File: src/rtl/data_mem_access_pkg.sv
// Shared definitions for the data-memory access stage and the upstream
// memory-control decode: access sizes, FSM states, access opcodes.
package data_mem_access_pkg;

    localparam logic [1:0] WORD          = 2'b00;
    localparam logic [1:0] HALF          = 2'b01;
    localparam logic [1:0] BYTE          = 2'b10;
    localparam logic [1:0] INPROPER_SIZE = 2'b11;

    typedef enum logic [1:0] {
        IDLE = 2'b00,
        WAIT = 2'b01,
        RESP = 2'b10
    } state_t;

    typedef enum logic {
        LOAD  = 1'b0,
        STORE = 1'b1
    } mem_op_t;

    function automatic logic size_fault(input logic [1:0] size, input logic [1:0] off);
        return (size == HALF && off[0]) || (size == WORD && off != 2'b00) ||
               (size == INPROPER_SIZE);
    endfunction

endpackage

File: src/rtl/data_mem_access_load_align_extend.sv
// Lane select and sign/zero extension of a loaded word; also usable by
// the writeback stage.
module load_align_extend
    import data_mem_access_pkg::*;
(
    input  logic [31:0] rdata,
    input  logic [1:0]  byte_off,
    input  logic [1:0]  size,
    input  logic        is_unsigned,
    output logic [31:0] result
);
    logic [7:0]  byte_lane;
    logic [15:0] half_lane;

    always_comb begin
        case (byte_off)
            2'd0:    byte_lane = rdata[7:0];
            2'd1:    byte_lane = rdata[15:8];
            2'd2:    byte_lane = rdata[23:16];
            default: byte_lane = rdata[31:24];
        endcase
        half_lane = byte_off[1] ? rdata[31:16] : rdata[15:0];
        case (size)
            BYTE:    result = {{24{byte_lane[7] & ~is_unsigned}}, byte_lane};
            HALF:    result = {{16{half_lane[15] & ~is_unsigned}}, half_lane};
            default: result = rdata;
        endcase
    end

endmodule

File: src/rtl/data_mem_access.sv
// Memory-stage load/store unit: issues one transfer per instruction on a
// ready-based bus, handles wait states, timeout, flush and load extension.
module data_mem_access
    import data_mem_access_pkg::*;
#(
    parameter int unsigned TIMEOUT_CYCLES = 16,
    parameter int unsigned XLEN           = 32
) (
    input  logic            clk,
    input  logic            rst,
    input  logic            require_mem_access,
    input  logic            write_to_data_mem,
    input  logic [1:0]      access_size,
    input  logic [2:0]      funct3,
    input  logic            flush,
    input  logic [XLEN-1:0] addr,
    input  logic [XLEN-1:0] store_data,
    output logic            mem_req,
    output logic            mem_we,
    output logic [XLEN-1:0] mem_addr,
    output logic [3:0]      mem_wstrb,
    output logic [XLEN-1:0] mem_wdata,
    input  logic            mem_ready,
    input  logic [XLEN-1:0] mem_rdata,
    output logic            stall,
    output logic [XLEN-1:0] load_data,
    output logic            load_valid,
    output logic            misaligned,
    output logic            bus_error
);
    localparam int unsigned      CNT_W    = (TIMEOUT_CYCLES > 2) ? $clog2(TIMEOUT_CYCLES) : 1;
    localparam int unsigned      CNT_LAST = (TIMEOUT_CYCLES == 0) ? 0 : TIMEOUT_CYCLES - 1;
    localparam logic [CNT_W-1:0] CNT_END  = CNT_W'(CNT_LAST);

    state_t           state, next_state;
    logic [CNT_W-1:0] wait_cnt;
    logic             drop;
    mem_op_t          op_q;
    logic [1:0]       size_q;
    logic [1:0]       off_q;
    logic             unsigned_q;

    logic             fault, start, timeout_hit, drop_now;
    logic [3:0]       wstrb_n;
    logic [XLEN-1:0]  wdata_n;
    logic [31:0]      ext_data;

    load_align_extend u_align (
        .rdata       (mem_rdata),
        .byte_off    (off_q),
        .size        (size_q),
        .is_unsigned (unsigned_q),
        .result      (ext_data)
    );

    always_comb begin
        fault       = size_fault(access_size, addr[1:0]);
        start       = require_mem_access & ~flush & ~fault;
        timeout_hit = (TIMEOUT_CYCLES != 0) && (wait_cnt == CNT_END);
        drop_now    = drop | flush;
        next_state  = state;
        stall       = 1'b0;
        case (state)
            IDLE: begin
                if (start) begin
                    next_state = WAIT;
                    stall      = 1'b1;
                end
            end
            WAIT: begin
                stall = 1'b1;
                // A squashed access still finishes on the bus but skips RESP.
                if (mem_ready || timeout_hit)
                    next_state = drop_now ? IDLE : RESP;
            end
            default: next_state = IDLE;
        endcase
    end

    always_comb begin
        case (access_size)
            BYTE: begin
                wdata_n = {4{store_data[7:0]}};
                wstrb_n = 4'b0001 << addr[1:0];
            end
            HALF: begin
                wdata_n = {2{store_data[15:0]}};
                wstrb_n = addr[1] ? 4'b1100 : 4'b0011;
            end
            default: begin
                wdata_n = store_data;
                wstrb_n = 4'b1111;
            end
        endcase
    end

    always_ff @(posedge clk) begin
        if (rst) state <= IDLE;
        else     state <= next_state;
    end

    always_ff @(posedge clk) begin
        if (rst) begin
            mem_req    <= 1'b0;
            mem_we     <= 1'b0;
            mem_addr   <= '0;
            mem_wstrb  <= '0;
            mem_wdata  <= '0;
            load_data  <= '0;
            load_valid <= 1'b0;
            misaligned <= 1'b0;
            bus_error  <= 1'b0;
            wait_cnt   <= '0;
            drop       <= 1'b0;
            op_q       <= LOAD;
            size_q     <= WORD;
            off_q      <= 2'b00;
            unsigned_q <= 1'b0;
        end else begin
            load_valid <= 1'b0;
            bus_error  <= 1'b0;
            misaligned <= (state == IDLE) & require_mem_access & ~flush & fault;
            case (state)
                IDLE: begin
                    if (start) begin
                        mem_req    <= 1'b1;
                        mem_we     <= write_to_data_mem;
                        mem_addr   <= {addr[XLEN-1:2], 2'b00};
                        mem_wstrb  <= write_to_data_mem ? wstrb_n : 4'b0000;
                        mem_wdata  <= wdata_n;
                        wait_cnt   <= '0;
                        drop       <= 1'b0;
                        op_q       <= write_to_data_mem ? STORE : LOAD;
                        size_q     <= access_size;
                        off_q      <= addr[1:0];
                        unsigned_q <= funct3[2];
                    end
                end
                WAIT: begin
                    wait_cnt <= wait_cnt + 1'b1;
                    if (flush) drop <= 1'b1;
                    if (mem_ready) begin
                        mem_req   <= 1'b0;
                        mem_we    <= 1'b0;
                        mem_wstrb <= '0;
                        if (op_q == LOAD && !drop_now) begin
                            load_data  <= ext_data;
                            load_valid <= 1'b1;
                        end
                    end else if (timeout_hit) begin
                        mem_req   <= 1'b0;
                        mem_we    <= 1'b0;
                        mem_wstrb <= '0;
                        bus_error <= ~drop_now;
                    end
                end
                default: ;
            endcase
        end
    end

endmodule

File: config.mk
export PLATFORM = sky130hd
export DESIGN_NAME = data_mem_access
export DESIGN_NICKNAME = d
export VERILOG_FILES = /design/src/rtl/data_mem_access_pkg.sv /design/src/rtl/data_mem_access_load_align_extend.sv /design/src/rtl/data_mem_access.sv
export SDC_FILE = /design/constraint.sdc
export NUM_CORES = 1
export LEC_CHECK = 0
export ABC_AREA = 0
export CORE_MARGIN = 8
export CORE_UTILIZATION = 43
export CTS_CLUSTER_SIZE = 16
export DETAILED_ROUTE_END_ITERATION = 10
export PLACE_DENSITY = 0.8
export SLEW_MARGIN = 20
export SYNTH_ARGS = -nofsm -noshare
export SYNTH_HDL_FRONTEND = slang
export SYNTH_SLANG_ARGS = --single-unit
File: constraint.sdc
create_clock -name clk -period 2.2 [get_ports clk]
set_input_delay 0.33 -clock clk [delete_from_list [all_inputs] [get_ports clk]]
set_output_delay 0.33 -clock clk [all_outputs]
set_load 0.005 [all_outputs]
Yosys cells after proc, flatten, opt, wreduce, memory -nomap -nowiden
Index checks and enable logic that the tools add are counted.
{"block": "totals", "ff_bits": 116, "wordCells": 97}
{"block": "op_classes", "shifts": 1, "eq_ne": 13, "bitwise_logic": 16, "n_addsub": 1, "n_reduce_logical": 20, "muxes": 30}
{"cell": "32-bit one-hot mux with 2 select lines", "count": 2}
{"cell": "4-bit two-way mux", "count": 6}
{"cell": "4-bit one-hot mux with 2 select lines", "count": 3}
{"cell": "8-bit one-hot mux with 3 select lines", "count": 1}
{"cell": "16-bit two-way mux", "count": 1}
{"cell": "1-bit two-way mux", "count": 9}
{"cell": "3-bit AND reduction", "count": 3}
{"cell": "2-bit by 1-bit equality test with 1-bit output (second input constant)", "count": 4}
{"cell": "2-bit equality test (second input constant)", "count": 4}
{"cell": "1-bit NOT", "count": 8}
{"cell": "1-bit one-hot mux with 2 select lines", "count": 4}
{"cell": "1-bit AND", "count": 7}
{"cell": "2-bit zero test", "count": 3}
{"cell": "2-bit two-way mux", "count": 3}
{"cell": "2-bit != test (second input constant)", "count": 3}
{"cell": "2-bit AND reduction", "count": 3}
{"cell": "4-bit by 1-bit adder with 4-bit output (second input constant)", "count": 1}
{"cell": "4-bit equality test (second input constant)", "count": 1}
{"cell": "2-bit one-hot mux with 2 select lines", "count": 1}
{"cell": "2-bit nonzero test", "count": 2}
{"cell": "4-bit OR reduction", "count": 1}
{"cell": "1-bit by 2-bit << shifter with 4-bit output (first input constant)", "count": 1}
{"cell": "1-bit logical AND", "count": 3}
{"cell": "1-bit logical OR", "count": 3}
{"cell": "4 further kinds", "count": 4}

Logic depth before layout (Yosys ltp)
{"block": "logic_depth", "depth_word": 8, "ltp_mapped": 8, "ltp_nobuf": 6}

By module
A second synthesis with hierarchy kept.
{"block": "hier_totals", "cells_unflattened": 671, "hier_area_um2": 5247.5}
{"module": "data_mem_access", "cells_per_inst": 558, "instances": 1, "area_each_um2": 4535.6, "seq_area_each_um2": 2322.2}
{"module": "load_align_extend", "cells_per_inst": 113, "instances": 1, "area_each_um2": 711.9, "seq_area_each_um2": 0.0}

Worst setup path before layout
OpenSTA, ideal clock, no wires.
{"block": "synth_path", "kind": "input to output", "start": "input port access_size[1]", "end": "output port stall", "t_arrival_ns": 1.449, "required_time_ns": 1.870, "path_stages": 7, "setup_slack_ns": 0.421, "cell_sequence": "inv_1 > ha_1 > nor3_1 > o21ai_2 > buf_2 > buf_2 > nand2_1"}
{"block": "synth_between", "elab_chain_cells": 8}
{"element": "start: declaration", "line_no": "data_mem_access.sv:13", "source": "input logic [1:0] access_size,"}
{"element": "2-bit by 1-bit equality test with 1-bit output or 2-bit zero test (tied branches)", "line_no": "data_mem_access_pkg.sv:22", "source": "return (size == HALF && off[0]) || (size == WORD && off != 2'b00) ||"}
{"element": "1-bit logical AND", "line_no": "data_mem_access_pkg.sv:22"}
{"element": "1-bit logical OR", "line_no": "data_mem_access_pkg.sv:22"}
{"element": "1-bit logical OR *", "line_no": "data_mem_access_pkg.sv:22"}
{"element": "1-bit NOT *", "line_no": "data_mem_access.sv:58", "source": "start = require_mem_access & ~flush & ~fault;"}
{"element": "1-bit AND *", "line_no": "data_mem_access.sv:58"}
{"element": "1-bit two-way mux *", "line_no": "data_mem_access.sv:65", "source": "if (start) begin"}
{"element": "1-bit one-hot mux with 2 select lines *", "line_no": "data_mem_access.sv:63", "source": "case (state)"}
{"element": "end: declaration", "line_no": "data_mem_access.sv:25", "source": "output logic stall,"}
Mark *: on every way between the ends. The rest lies on a longest branch, timed or not.

Worst setup path in the final report
Same ends and word-level chain as after synthesis.

==> impl_metrics.csv <==
group,metric,value,unit
finish,post-route-cell-area,0.00813,mm^2
clock_network,cts.sinks,116,
synthesis,ys.flop_type,"dfxtp_1",
grt,met1_usage,23.7,%
route,routed_wl,18300,um
power,pwr-share-comb,13.9,%
clock_network,hold_buffers,0,
synthesis,yosys.area.top_type,"dfxtp_1",
floorplanning,die_h,126,um
synthesis,synthCells,626,
power,power.leakage,3.09,nW
synthesis,async_flop_share,0,%
run_status,status,"complete, no violations",
placed_design,placed_cell_area,0.00750,mm^2
clock_network,cts_post_setup_buffers_inserted,0,
synthesis,yosysSeqAreaShare,44.6,%
critical_path,slowest_delay,460,ps
floorplanning,io_pins,213,
critical_path,path_max_fanout,3,
grt,grt_use_total,22.7,%
critical_path,cp-end-kind,"primary output",
synthesis,synth-seq-cells,116,
power,power_switching_share,22.6,%
synthesis,synth.avg_cell_area,8.32,um^2
route,drtIter0Drc,367,
grt,grt_use_met3,11.9,%
sta,setup_slack,61.5,ps
clock_network,clk_latency,410,ps
clock_network,htreeDepth,4,
grt,grtUsageMet2,38.6,%
power,p_switching,1.36,mW
power,total_power,6.02,mW
synthesis,synth_top_area_share,44.6,%
grt,overflow,0,
sta,max-slew-margin-rel,52.9,%
placed_design,gp_congestion,0.823,
grt,grt_pass1_vias,5600,
sta,period_share,97.2,%
synthesis,synth.distinct_cells,46,
power,clockPowerShare,49.0,%
route,post_drt_wl_per_cell,18.5,um
power,power_density,740,mW/mm^2
floorplanning,die_w,126,um
synthesis,synth_edf_count,0,
placed_design,post-dp-hpwl,13600,um
placed_design,port_buffers,208,
critical_path,worstPathRequired,1870,ps
route,drt-vias-per-instance,5.42,
power,seq_power_share,37.1,%
clock_network,tritoncts,"built",
sta,holdWs,270,ps
clock_network,path_clk_slew,50,ps
grt,grt_pass1_wl,28900,um
finish,drive_above_1_share,10.3,%
run,max_cap_viol_count,0,
critical_path,crit_buf_inv,3,
sta,finalSetupViolCount,0,
critical_path,crit_arrival,1810,ps
grt,grt_antenna_before_repair,0,
grt,grt.busiest_layer,"met2",
finish,area_growth_syn_to_layout,56.1,%
hold_path,holdCritPathClass,"input pin to register",
synthesis,synthTopCellsByArea,"dfxtp_1, nand2_1, a21oi_1",
synthesis,synth_warnings,0,
synthesis,synth_area,0.00521,mm^2
placed_design,place_ws,-386,ps
floorplanning,start_util,43.7,%
route,vias,5375,
sta,period_needed,2140,ps
power,p_int,4.66,mW
clock_network,clockBufferDepth,2,
finish,fin_util,68.3,%
floorplanning,num_rows,40,
power,ir_drop,0.839,mV
sta,clock_skew,7.26,ps
critical_path,cp-start-kind,"input pin",
floorplanning,die_area,0.0159,mm^2
sta,hold_viol,0,
route,ant_nets,0,
critical_path,crit_slowest_cell,"clkdlybuf4s50_1",
route,drtPass1Iterations,4,
sta,fmaxAchievable,0.468,GHz
finish,fin_nets,948,
finish,n_antenna_cell,0,
clock_network,cts_inserted_buffers,17,
critical_path,crit_chain,"clkdlybuf4s50_1 -> buf_4 -> ha_1 -> a211oi_2 -> o21ai_4 -> nand2_1 -> buf_2",
floorplanning,core_region_area,0.0119,mm^2
clock_network,cts_root_buf,"clkbuf_16",
critical_path,crit_family,"buffers and inverters",
sta,slew_violations,0,
sta,tightest_slew,706,ps
grt,grt_max_degree,72,
critical_path,crit_type,"input pin to primary output",
route,route.detailed.drc,0,
worst paths after layout:
check / start / to / slack (ps) / depth (start not counted)
max: access_size[1] / stall / 60 / 7
min: rst / state[1] / 270 / 3
max reg2reg: off_q[0] / load_data[30] / 300 / 4
min reg2reg: mem_we / mem_we / 450 / 1
power by group through the flow:
stage               Sequential (mW)  Clock (mW)  Combinational, mW
floorplan                      2.27           0              0.340
global placement               2.27           0              0.810
detailed placement             2.28           0              0.827
CTS                            2.23        2.99              0.835
global route                   2.24        3.09              0.906
finish                         2.23        2.95              0.835
metrics by stage:
stage / cells / setup TNS (ps)
global route: 992 / -17.5
global placement: 962 / -15590
floorplan: 627 / 0
CTS: 992 / 0
detailed placement: 962 / -18370
finish: 992 / 0
Yosys cell counts, drive strengths merged, types with 10 or more instances:
master	number
nor2	16
mux2	10
inv	17
clkbuf	30
a22oi	25
nand2	149
dfxtp	116
nor3	12
buf	24
a21oi	69
nand2b	30
o211ai	23
nor2b	20
cell type report:
class	count	area, um^2
Sequential cell	116	2320
Clock inverter	10	181
Inverter	17	63.8
Tap cell	147	184
Fill cell	945	3780
Timing Repair Buffer	242	2360
Clock buffer	20	447
Multi-Input combinational cell	440	2580
registers in the layout, indices dropped and copies added, names as in the netlist:
name and flops:
bus_error 1, drop 1, load_data 32, load_valid 1, mem_addr 30, mem_req 1
mem_wdata 32, mem_we 1, mem_wstrb 4, misaligned 1, off_q 2, op_q 1
size_q 2, state 2, unsigned_q 1, wait_cnt 4
logic make-up (layout without fill, tap and decap cells):
| family | after synthesis | in the layout | synth area share, % |
|---|---|---|---|
| other | 1 | 2 | 0.0720 |
| AO/OA/AOI/OAI | 177 | 177 | 23.3 |
| buffers and inverters | 71 | 289 | 6.29 |
| adder cells (fa/ha/maj) | 7 | 7 | 1.68 |
| AND/OR/NAND/NOR | 244 | 244 | 21.9 |
| multiplexers | 10 | 10 | 2.16 |
| flip-flops | 116 | 116 | 44.6 |
cell usage in the layout (no fill, tap or decap), drive strengths merged, types with 9 or more instances in the layout:
| cell | n |
|---|---|
| nor2 | 16 |
| a211oi | 9 |
| a222oi | 9 |
| nor2b | 20 |
| o211ai | 23 |
| a22oi | 25 |
| buf | 36 |
| inv | 17 |
| a21oi | 69 |
| nand2b | 30 |
| dfxtp | 116 |
| mux2 | 10 |
| clkdlybuf4s50 | 206 |
| nand2 | 149 |
| nor3 | 12 |
| clkbuf | 20 |
worst reg2reg max path, cell delays in order (launching register included):
cell	delay [ps]
dfxtp_1	410
mux2_2	380
a222oi_1	370
o31a_2	420
a22oi_1	170
routing by layer:
layer / part of all wire [%] / up-vias
li1: - / 2592
met2: 48 / 215
met5: 0 / -
met1: 38 / 2537
met4: 1.7 / 0
met3: 12 / 31
timing repair:
action / 4_1_cts / 5_1_grt
resized for setup: 4 / 2
endpoints found under the hold margin: 0 / 0
endpoints found under the setup margin: 1 / 15
pin swaps: 1 / 1
No activity file was read; power rests on OpenSTA's default activity.
